File: config.mk
export PLATFORM = sky130hd
export DESIGN_NAME = xnor_unit
export DESIGN_NICKNAME = d
export VERILOG_FILES = /design/src/rtl/xnor_unit.sv
export SDC_FILE = /design/constraint.sdc
export NUM_CORES = 1
export LEC_CHECK = 0
export CAP_MARGIN = 20
export CORE_MARGIN = 1
export CORE_UTILIZATION = 44
export CTS_CLUSTER_DIAMETER = 120
export DETAILED_ROUTE_END_ITERATION = 8
export PLACE_DENSITY = 0.72
export SETUP_SLACK_MARGIN = 0.1
export SLEW_MARGIN = 20
export SYNTH_ARGS = -nofsm -noshare
export SYNTH_HDL_FRONTEND = slang
export SYNTH_SLANG_ARGS = --single-unit
File: constraint.sdc
create_clock -name clk -period 1.9 [get_ports clk]
set_input_delay 0.285 -clock clk [delete_from_list [all_inputs] [get_ports clk]]
set_output_delay 0.285 -clock clk [all_outputs]
set_load 0.05 [all_outputs]
File: src/rtl/xnor_unit.sv
// Bitwise XNOR with a combinational result, a registered valid-qualified result
// with an all-bits-equal flag, and a saturating count of fully-equal samples.
module xnor_unit #(
    parameter int WIDTH = 1,
    parameter int CNT_W = 8
) (
    input  logic             clk,
    input  logic             rst_n,
    input  logic [WIDTH-1:0] a,
    input  logic [WIDTH-1:0] b,
    input  logic             in_valid,
    input  logic             clr_cnt,
    output logic [WIDTH-1:0] y,
    output logic [WIDTH-1:0] y_q,
    output logic             eq_q,
    output logic             out_valid,
    output logic [CNT_W-1:0] eq_cnt
);

    function automatic logic [CNT_W-1:0] sat_inc(input logic [CNT_W-1:0] v);
        return (&v) ? v : v + 1'b1;
    endfunction

    logic [WIDTH-1:0] xn_p0;
    logic             eq_p0;
    logic             run_p0;
    logic             accept_p0;

    logic [WIDTH-1:0] y_p1;
    logic             eq_p1;
    logic             vld_p1;
    logic [CNT_W-1:0] cnt_p1;

    // Stage 0: combinational equivalence
    assign xn_p0     = ~(a ^ b);
    assign eq_p0     = &xn_p0;
    assign y         = xn_p0;
    // run_p0 blocks capture on the first edge after reset is released
    assign accept_p0 = run_p0 & in_valid;

    // Stage 1: registered result and counter
    always_ff @(posedge clk or negedge rst_n) begin
        if (!rst_n) begin
            run_p0 <= 1'b0;
            vld_p1 <= 1'b0;
            y_p1   <= '0;
            eq_p1  <= 1'b0;
            cnt_p1 <= '0;
        end else begin
            run_p0 <= 1'b1;
            vld_p1 <= accept_p0;
            if (accept_p0) begin
                y_p1  <= xn_p0;
                eq_p1 <= eq_p0;
            end
            if (clr_cnt)
                cnt_p1 <= '0;
            else if (accept_p0 && eq_p0)
                cnt_p1 <= sat_inc(cnt_p1);
        end
    end

    assign y_q       = y_p1;
    assign eq_q      = eq_p1;
    assign out_valid = vld_p1;
    assign eq_cnt    = cnt_p1;

endmodule

==> results.json <==
{
  "status": "completed",
  "synth_nets": 65,
  "cp_top_family": "buffers and inverters",
  "dp_hpwl_um": 878,
  "antenna_left": 0,
  "place_ws_ps": 128,
  "root_buffer": "clkbuf_4",
  "synth-seq-cells": 11,
  "synthDistinctLibCells": 30,
  "nNetsFinal": 86,
  "finalCritPeriodShare": 0.910,
  "gp_congestion": 0.753,
  "hold_viol": 0,
  "overflow": 0,
  "synth_cells": 58,
  "path_class": "reg2out",
  "cts_tree": "done",
  "port_buffers": 17,
  "p_leak_uw": 0.000438,
  "core_area_mm2": 0.00117,
  "crit_required_ps": 1620,
  "syn_avg_cell_area_um2": 10.2,
  "grt_pass1_wl_um": 1880,
  "worstMarginPinSlew_ps": 519,
  "cap_violations": 0,
  "fillerInstances": 103,
  "die_area_mm2": 0.00150,
  "cp-start-kind": "flop",
  "path_max_fanout": 3,
  "cp_slowest_cell": "clkdlybuf4s50_1",
  "synth-simple-area-share": 0.288,
  "max_stage_delay_ps": 810,
  "yosys-mux-area-fraction": 0.0613,
  "grt_start_max_net_pins": 12,
  "finalSetupTns_ps": 0,
  "seq_area_um2": 275,
  "drc": 0,
  "routedWlPerCell_um": 12.6,
  "vias": 482,
  "yosysTopAreaCellShare": 0.465,
  "finalCriticalPeriod_ps": 1730,
  "power_density_mw_per_mm2": 632,
  "critical_path_arrival_ps": 1440,
  "drt_pass1_iterations": 2,
  "setup_viol": 0,
  "yosys_warnings": 0,
  "synthAdderAreaFrac": 0.0211,
  "antenna_found_initial": 0,
  "min_path_type": "in2async",
  "synth_compound_area_frac": 0.0994,
  "rsz0062_at_grt": "no",
  "synth_top_area_cell": "dfrtp_1",
  "peakVddDrop_mv": 0.460,
  "grt_pass1_vias": 444,
  "die_h_um": 38.7,
  "fin_ws_ps": 171,
  "start_util": 0.505,
  "slew_violations": 0,
  "synth_xor_xnor_area_share": 0.0275,
  "fin_skew_ps": 0.297,
  "clock_latency_ps": 260,
  "diodes": 0,
  "synth_top_family_by_area": "simple AND/OR/NAND/NOR gates",
  "cp-end-kind": "primary output",
  "htreeDepth": 1,
  "cts_buffers": 3,
  "syn_area_um2": 592,
  "layout-drive-gt1-share": 0.154,
  "rows": 12,
  "clock_sinks": 11,
  "clockBufferDepth": 2,
  "maxSlewHeadroom": 0.653,
  "fmax_mhz": 578,
  "multi_input_area_um2": 298,
  "seq_area_frac_synth": 0.465,
  "die_w_um": 38.7,
  "vias_per_cell": 5.24,
  "cts_setup_buffers": 0,
  "synth_area_leaders": "dfrtp_1 (47%), nor2_1 (4.4%), a21oi_1 (3.4%)",
  "io_pins": 18,
  "synthToLayoutAreaGrowth_pct": 37.4,
  "grt.total_usage": 0.193,
  "worst-path-buf-inv": 1,
  "path_cells": "clkdlybuf4s50_1",
  "cts_hold_buf": 0,
  "drtIter0Drc": 4,
  "path_clk_slew_ps": 70,
  "drt_wl_total_um": 1160
}
==> final cells by class <==
type | count | share of cell area
timing repair buffer | 18 | 0.232
tap | 14 | 0.0215
clock buffer | 4 | 0.0323
multi-input combinational | 43 | 0.366
inverter | 2 | 0.00923
sequential | 11 | 0.338
==> through the flow <==
stage / area (um2) / utilization / instances / power (uW) / hold WS [ps]
after floorplan: 592 / - / 58 / 317 / -10.6
after global placement: 786 / 0.671 / 88 / 361 / 508
after detailed placement: 786 / 0.671 / 88 / 362 / 503
after CTS: 806 / 0.688 / 92 / 523 / 375
after global routing: 813 / 0.694 / 92 / 541 / 390
final: 813 / 0.694 / 92 / 514 / 361
==> registers in the layout (all words and copies together), names as in the netlist <==
register and count:
eq_cnt 8, eq_q 1, out_valid 1, run_p0 1
==> Yosys cell counts, drive strengths merged <==
cell type	instances
a211oi	1
a21o	1
a21oi	4
a311oi	1
a31oi	1
and3	2
and4	1
and4b	1
and4bb	1
buf	1
clkbuf	1
conb	1
dfrtp	11
ha	1
inv	2
mux2	2
mux2i	1
nand2	4
nand2b	2
nand3	2
nand4	1
nor2	7
nor2b	3
nor3	4
o31a	1
xor2	1
==> timing repair <==
action	CTS	global route
gates resized for setup	5	3
endpoints found under the setup margin	5	3
endpoints found under the hold margin	0	0
==> power by group <==
part           internal (uW)  total, uW  switching, uW  leakage (uW)
combinational           41.7        109           67.7      0.000275
sequential               241        246           5.19      0.000148
clock                   81.2        158           77.1     0.0000150
==> cells in the final DEF, fill, tap and decap left out, types with 2 or more instances in the layout <==
cell / instances
clkdlybuf4s50_1: 8
nor3_2: 2
nor2b_1: 3
nand2_1: 4
nand2b_1: 2
nor3_1: 2
clkbuf_4: 3
and3_1: 2
a21oi_1: 4
dlymetal6s2s_1: 3
nor2_1: 7
dfrtp_1: 11
dlygate4sd2_1: 5
==> path summary, 6_finish.rpt <==
check,slack [ps],from,to,depth (start not counted)
min in group clk,510,eq_q$_DFFE_PN0P_,eq_q$_DFFE_PN0P_,1
worst max register to register,400,eq_cnt[0]$_DFFE_PN0P_,eq_cnt[6]$_DFFE_PN0P_,5
worst max-delay path,170,eq_q$_DFFE_PN0P_,y_q,1
worst min register to register,510,eq_q$_DFFE_PN0P_,eq_q$_DFFE_PN0P_,1
max in group asynchronous,1190,rst_n,eq_cnt[5]$_DFFE_PN0P_,1
worst min-delay path,360,rst_n,eq_cnt[4]$_DFFE_PN0P_,1
==> layer usage <==
| metal | vias to the layer above | track usage | share of wire |
|---|---|---|---|
| li1 | 244 | - | - |
| met1 | 223 | 0.234 | 0.48 |
| met2 | 13 | 0.308 | 0.47 |
| met3 | 2 | 0.0520 | 0.044 |
| met4 | 0 | 0.103 | 0.010 |
| met5 | - | 0 | 0 |
==> kinds of logic after synthesis <==
group,count (synthesis)
buf+inv,4
fa+ha+maj,1
mux,3
other cells,1
compound gates,9
simple gates,28
flops,11
xor+xnor,1
(Power assumes the default switching activity.)
